File: src/rtl/edge_monitor_pkg.sv
`default_nettype none
// ============================================================================
// Module   : edge_monitor_pkg
// Brief    : Shared FSM state encoding and default parameter values for the
//            edge_monitor measurement block and its synchronizer.
// Revision : 1.0 - initial release
// ============================================================================
package edge_monitor_pkg;

  localparam int CNT_W_DEF       = 16;
  localparam int SYNC_STAGES_DEF = 2;

  typedef enum logic [1:0] {
    IDLE  = 2'd0,
    COUNT = 2'd1,
    DONE  = 2'd2
  } state_t;

endpackage : edge_monitor_pkg
`default_nettype wire

File: src/rtl/edge_monitor_sync.sv
`default_nettype none
// ============================================================================
// Module   : edge_sync
// Brief    : Multi-flop synchronizer for the asynchronous monitored input,
//            followed by a history flop that turns a 0->1 of the synchronized
//            value into a one-cycle EDGE pulse.
// Revision : 1.0 - initial release
// ============================================================================
module edge_sync
  import edge_monitor_pkg::*;
#(
  parameter int SYNC_STAGES = SYNC_STAGES_DEF  // 2 or 3
) (
  input  logic CLK,
  input  logic RN,
  input  logic A,
  output logic EDGE
);

  logic [SYNC_STAGES-1:0] r_sync;
  logic                   r_hist;

  // Shift A through the synchronizer chain and remember the last synced value.
  always_ff @(posedge CLK or negedge RN) begin
    if (!RN) begin
      r_sync <= '0;
      r_hist <= 1'b0;
    end else begin
      r_sync <= {r_sync[SYNC_STAGES-2:0], A};
      r_hist <= r_sync[SYNC_STAGES-1];
    end
  end

  // Both operands are flop outputs, so the pulse is glitch-free and one cycle wide.
  assign EDGE = r_sync[SYNC_STAGES-1] & ~r_hist;

endmodule : edge_sync
`default_nettype wire

File: src/rtl/edge_monitor.sv
`default_nettype none
// ============================================================================
// Module   : edge_monitor
// Brief    : Counts rising edges of an asynchronous input over a programmable
//            window of CLK cycles and presents the (saturating) count with a
//            valid/ready handshake.
// Revision : 1.0 - initial release
// ============================================================================
module edge_monitor
  import edge_monitor_pkg::*;
#(
  parameter int CNT_W       = CNT_W_DEF,
  parameter int SYNC_STAGES = SYNC_STAGES_DEF,
  // Window timer width. Defaults to CNT_W. A window of at most 2^CNT_W-1
  // cycles can never hold enough synchronized edges to saturate the counter,
  // so a wider timer is the only way to exercise saturation on narrow counts.
  parameter int TMR_W       = CNT_W
) (
  input  logic             CLK,
  input  logic             RN,
  input  logic             A,
  input  logic             START,
  input  logic [TMR_W-1:0] WIN,
  input  logic             RDY,
  output logic [CNT_W-1:0] Y,
  output logic             VLD,
  output logic             BUSY,
  output logic             OVF
);

  state_t             r_state;
  state_t             w_state_nxt;
  logic [TMR_W-1:0]   r_timer;
  logic [TMR_W-1:0]   w_timer_nxt;
  logic [CNT_W-1:0]   r_count;
  logic [CNT_W-1:0]   w_count_nxt;
  logic               r_ovf;
  logic               w_ovf_nxt;
  logic [CNT_W-1:0]   r_y;
  logic               w_load_y;
  logic               w_edge;

  edge_sync #(
    .SYNC_STAGES (SYNC_STAGES)
  ) u_edge_sync (
    .CLK  (CLK),
    .RN   (RN),
    .A    (A),
    .EDGE (w_edge)
  );

  // FSM state register.
  always_ff @(posedge CLK or negedge RN) begin
    if (!RN) begin
      r_state <= IDLE;
    end else begin
      r_state <= w_state_nxt;
    end
  end

  // Next-state and datapath update decisions.
  always_comb begin
    w_state_nxt = r_state;
    w_timer_nxt = r_timer;
    w_count_nxt = r_count;
    w_ovf_nxt   = r_ovf;
    w_load_y    = 1'b0;
    case (r_state)
      IDLE: begin
        // A zero-length window is meaningless and is dropped.
        if (START && (WIN != '0)) begin
          w_state_nxt = COUNT;
          w_timer_nxt = WIN;
          w_count_nxt = '0;
          w_ovf_nxt   = 1'b0;
        end
      end
      COUNT: begin
        w_timer_nxt = r_timer - TMR_W'(1);
        if (w_edge) begin
          if (&r_count) begin
            w_ovf_nxt = 1'b1;
          end else begin
            w_count_nxt = r_count + CNT_W'(1);
          end
        end
        // Timer value 1 marks the last window cycle; its edge is still counted.
        if (r_timer == TMR_W'(1)) begin
          w_state_nxt = DONE;
          w_load_y    = 1'b1;
        end
      end
      DONE: begin
        if (RDY) begin
          w_state_nxt = IDLE;
        end
      end
      default: begin
        w_state_nxt = IDLE;
      end
    endcase
  end

  // Window timer, edge counter, overflow flag and result register.
  always_ff @(posedge CLK or negedge RN) begin
    if (!RN) begin
      r_timer <= '0;
      r_count <= '0;
      r_ovf   <= 1'b0;
      r_y     <= '0;
    end else begin
      r_timer <= w_timer_nxt;
      r_count <= w_count_nxt;
      r_ovf   <= w_ovf_nxt;
      if (w_load_y) begin
        r_y <= w_count_nxt;
      end
    end
  end

  assign Y    = r_y;
  assign OVF  = r_ovf;
  assign VLD  = (r_state == DONE);
  assign BUSY = (r_state == COUNT);

endmodule : edge_monitor
`default_nettype wire

File: config.mk
export PLATFORM = sky130hd
export DESIGN_NAME = edge_monitor
export DESIGN_NICKNAME = d
export VERILOG_FILES = /design/src/rtl/edge_monitor_pkg.sv /design/src/rtl/edge_monitor_sync.sv /design/src/rtl/edge_monitor.sv
export SDC_FILE = /design/constraint.sdc
export NUM_CORES = 1
export LEC_CHECK = 0
export BUFFER_PORTS_ARGS = -buffer_cell sky130_fd_sc_hd__buf_2
export CAP_MARGIN = 10
export CORE_AREA = 2 2 80 82
export DETAILED_ROUTE_END_ITERATION = 16
export DIE_AREA = 0 0 82 84
export GPL_ROUTABILITY_DRIVEN = 1
export PLACE_DENSITY = 0.71
export REMOVE_ABC_BUFFERS = 1
export SLEW_MARGIN = 10
export SYNTH_ARGS = -nofsm -noshare
export SYNTH_HDL_FRONTEND = slang
export SYNTH_SLANG_ARGS = --single-unit
File: constraint.sdc
create_clock -name CLK -period 2.4 [get_ports CLK]
set_clock_uncertainty 0.05 [all_clocks]
set_input_delay 0.12 -clock CLK [delete_from_list [all_inputs] [get_ports CLK]]
set_output_delay 0.12 -clock CLK [all_outputs]
set_load 0.1 [all_outputs]
==> results by group <==
Outcome
  • Outcome: finished, final reports clean

Yosys
  • Synthesized cell area: 3007 µm²
  • Synth Register Bits: 54
  • Proportion of register bits with asynchronous set or reset after synthesis: 100.0%
  • Share of synthesized area occupied by flip-flops and latches: 44.94%
  • Post-synthesis cell type count: 61
  • Gate Count Post-Synth: 311
  • Predominant post-synthesis flop cell: sky130_fd_sc_hd__dfrtp_1
  • Synthesized area divided by synthesized cell count: 9.668 µm²
  • Count of flip-flops with a built-in enable after synthesis: 0
  • Synth Warn #: 0

STA
  • Final min period: 2.318 ns
  • Number of hold violations in the final report: 0
  • Setup total negative slack: 0 ns
  • RSZ-0062 raised after global routing: false
  • Relative slew slack: 65.57%
  • Final setup violation count: 0
  • Final Hold Slack: 0.009548 ns
  • F_max: 431.5 MHz
  • Transition time of the tightest slew-check pin: 0.5118 ns
  • Part of the cycle the worst path needs: 96.57%
  • Worst setup slack after layout: 0.08234 ns
  • Pins Over Slew Limit: 0

Power and ir drop
  • Combinational power share: 25.4%
  • Leak pwr: 1.510 nW
  • Peak supply drop: 305.5 µV
  • Power Internal: 0.001556 W
  • Power per unit of standard cell area: 676.3 nW/µm²
  • Power, Total: 0.002404 W
  • Switching pwr: 0.0008485 W
  • Clk pwr share: 21.3%
  • Flop pwr share: 53.3%
  • Net Sw Frac: 35.29%

Route
  • Via count: 2686
  • Per-cell routed wire length: 16.52 µm
  • Antenna viol nets, final: 0
  • Pre-Repair DR Iteration Count: 5
  • Post-detailed-route DRC marker count: 0
  • Post-detailed-route via-to-cell ratio: 6.022
  • Initial DRC Count: 291
  • Total wirelength of the detailed-routed design: 7368 µm

Clock tree
  • # resized after CTS: 0
  • Post CTS Setup Buffer Count: 0
  • Clock tree buffer depth: 2
  • H-Tree Level Count: 2
  • Clock edge transition at the registers on the reported setup and hold paths: 0.09 ns
  • Clock root cell: sky130_fd_sc_hd__clkbuf_8
  • Clock latency reported for the late side of the worst-skew pair: 0.31 ns
  • Number of buffers created by CTS: 5
  • CTS tree: done
  • Clock sink total: 54

Final layout
  • Area Growth Syn to Fin: 18.23%
  • Commonest cells after routing, fill and taps aside: 54 x sky130_fd_sc_hd__dfrtp_1, 40 x sky130_fd_sc_hd__nand2_1, 38 x sky130_fd_sc_hd__buf_2
  • Final cell area excluding filler cells: 3555 µm²
  • Commonest non-fill, non-tap cell in the layout: sky130_fd_sc_hd__dfrtp_1
  • Diode count: 0
  • Fin nets: 392
  • Number of fill cells: 540
  • Share of final-layout standard cells stronger than drive strength 1: 23.85%

Floorplan
  • Die outline height: 84 µm
  • Row Count: 29
  • # IOs: 40
  • Initial standard-cell utilization of the core: 49.32%
  • Die ar.: 6888 µm²
  • Chip Width: 82 µm
  • Core Area: 6096 µm²

Setup path
  • Data arrival time of the critical path: 2.47 ns
  • Type of destination of the critical path: register
  • Startpoint-to-endpoint class of the critical path: primary input to register
  • Worst Path Required: 2.55 ns
  • Reg-to-Reg Start: r_count[1]$_DFF_PN0_
  • Reg-to-reg critical path endpoint: Y[10]$_DFFE_PN0P_
  • Maximum fanout along the worst path: 5
  • Setup slack on the worst flop-to-flop path: 0.15 ns
  • Nature of the critical path startpoint: primary input
  • Number of cells on the worst reg-to-reg path: 6

GRT
  • Via count of the first global-routing pass: 2564
  • First-pass GRT wire length: 12230 µm
  • Total global routing overflow: 0
  • Number of antenna violations at the first check in global routing: 0
  • Largest net degree at the start of global routing: 28
  • Overall track demand over capacity in global routing: 23.16%

Worst hold path
  • Path category of the worst min-delay check: primary input to register
  • Source of the worst hold timing path: WIN[11]
  • End point of the most critical hold path: r_timer[11]$_DFFE_PN0P_
  • Hold Path Cell Cnt: 3

Placement
  • Post-Place Worst Slack: 0.1856 ns
  • Final GP Congestion: 0.8751
  • Number of port buffers: 39
  • Post-detail-place hpwl: 5463 µm
  • Cell area after placement: 3425 µm²

Job
  • Number of maximum-capacitance violations: 0
state kept, by name, summed over array words and instances, names as in the netlist:
| signal | cells |
|---|---|
| OVF | 1 |
| Y | 16 |
| r_count | 16 |
| r_state | 2 |
| r_timer | 16 |
| u_edge_sync.r_hist | 1 |
| u_edge_sync.r_sync | 2 |
metrics by stage:
stage	cells	util [%]
final	446	58.31
after floorplan	297	-
after CTS	446	58.31
after global placement	434	56.18
after detailed placement	434	56.18
after global routing	446	58.31
cell usage after synthesis (5+ instances only):
| cell type | n | area share (%) |
|---|---|---|
| sky130_fd_sc_hd__mux2i_1 | 8 | 2.7 |
| sky130_fd_sc_hd__xnor2_1 | 6 | 1.7 |
| sky130_fd_sc_hd__nand2_1 | 40 | 5.0 |
| sky130_fd_sc_hd__clkbuf_1 | 9 | 1.1 |
| sky130_fd_sc_hd__o21ai_0 | 11 | 1.8 |
| sky130_fd_sc_hd__o21ai_1 | 9 | 1.5 |
| sky130_fd_sc_hd__inv_1 | 8 | 1.0 |
| sky130_fd_sc_hd__a21oi_1 | 8 | 1.3 |
| sky130_fd_sc_hd__or4_1 | 6 | 1.5 |
| sky130_fd_sc_hd__nand3_1 | 18 | 3.0 |
| sky130_fd_sc_hd__dfrtp_1 | 54 | 45 |
| sky130_fd_sc_hd__a31oi_1 | 5 | 1.0 |
| sky130_fd_sc_hd__buf_2 | 5 | 0.83 |
| sky130_fd_sc_hd__nor4_1 | 5 | 1.0 |
| sky130_fd_sc_hd__nor2_1 | 24 | 3.0 |
| sky130_fd_sc_hd__nor3_1 | 12 | 2.0 |
metal layers:
metal | GRT usage (%) | wire [µm]
met2 | 35.33 | 3372
met3 | 3.680 | 461
met1 | 32.79 | 3328
met4 | 8.939 | 205
met5 | 0 | 0
worst max-delay path, cell delays in order:
cell and delay, ns:
sky130_fd_sc_hd__dlygate4sd3_1 0.53, sky130_fd_sc_hd__buf_2 0.13, sky130_fd_sc_hd__or4_4 0.55, sky130_fd_sc_hd__o41ai_4 0.55, sky130_fd_sc_hd__mux2i_1 0.24, sky130_fd_sc_hd__o21ai_1 0.08, sky130_fd_sc_hd__a311o_1 0.26
kinds of logic after synthesis:
family | after synthesis | synth area share [%]
xor+xnor | 10 | 2.913
mux | 13 | 4.536
flops | 54 | 44.94
simple gates | 135 | 24.18
fa+ha+maj | 3 | 1.249
buf+inv | 22 | 2.954
compound gates | 74 | 19.23
worst max path at each step:
| stage | startpoint | endpoint | slack (ns) | cells after the start |
|---|---|---|---|---|
| floorplan | r_state[0]$_DFFE_PN0P_ | Y[10]$_DFFE_PN0P_ | -0.54 | 5 |
| global placement | r_count[0]$_DFF_PN0_ | r_count[14]$_DFF_PN0_ | 0.23 | 6 |
| detailed placement | r_count[1]$_DFF_PN0_ | r_count[14]$_DFF_PN0_ | 0.19 | 6 |
| CTS | WIN[4] | r_timer[14]$_DFFE_PN0P_ | 0.09 | 7 |
| global route | WIN[4] | r_timer[14]$_DFFE_PN0P_ | 0.006 | 7 |
| finish | WIN[4] | r_timer[14]$_DFFE_PN0P_ | 0.08 | 7 |
final cells by class:
cell class                 count  area [µm²]  share of cell area [%]
sequential                    54        1351                   38.01
clock buffer                   5       68.82                   1.936
tap                           77       96.34                   2.710
timing repair buffer          64       420.4                   11.83
multi-input combinational    235        1567                   44.07
clock inverter                 3       21.27                  0.5984
inverter                       8       30.03                  0.8448
power by group through the flow:
stage / registers (W) / clock network [W] / logic [W]
6_report: 0.00128 / 0.000512 / 0.000610
5_1_grt: 0.00131 / 0.000569 / 0.000692
4_1_cts: 0.00128 / 0.000530 / 0.000610
3_5_place_dp: 0.00130 / 0 / 0.000598
3_3_place_gp: 0.00129 / 0 / 0.000585
2_1_floorplan: 0.00129 / 0 / 0.000386
what timing repair did:
item / CTS / global route
hold buffers: 4 / 0
setup endpoints to repair: 0 / 0
hold endpoints to repair: 57 / 0
Note: power is estimated with default switching activity, not from simulation.
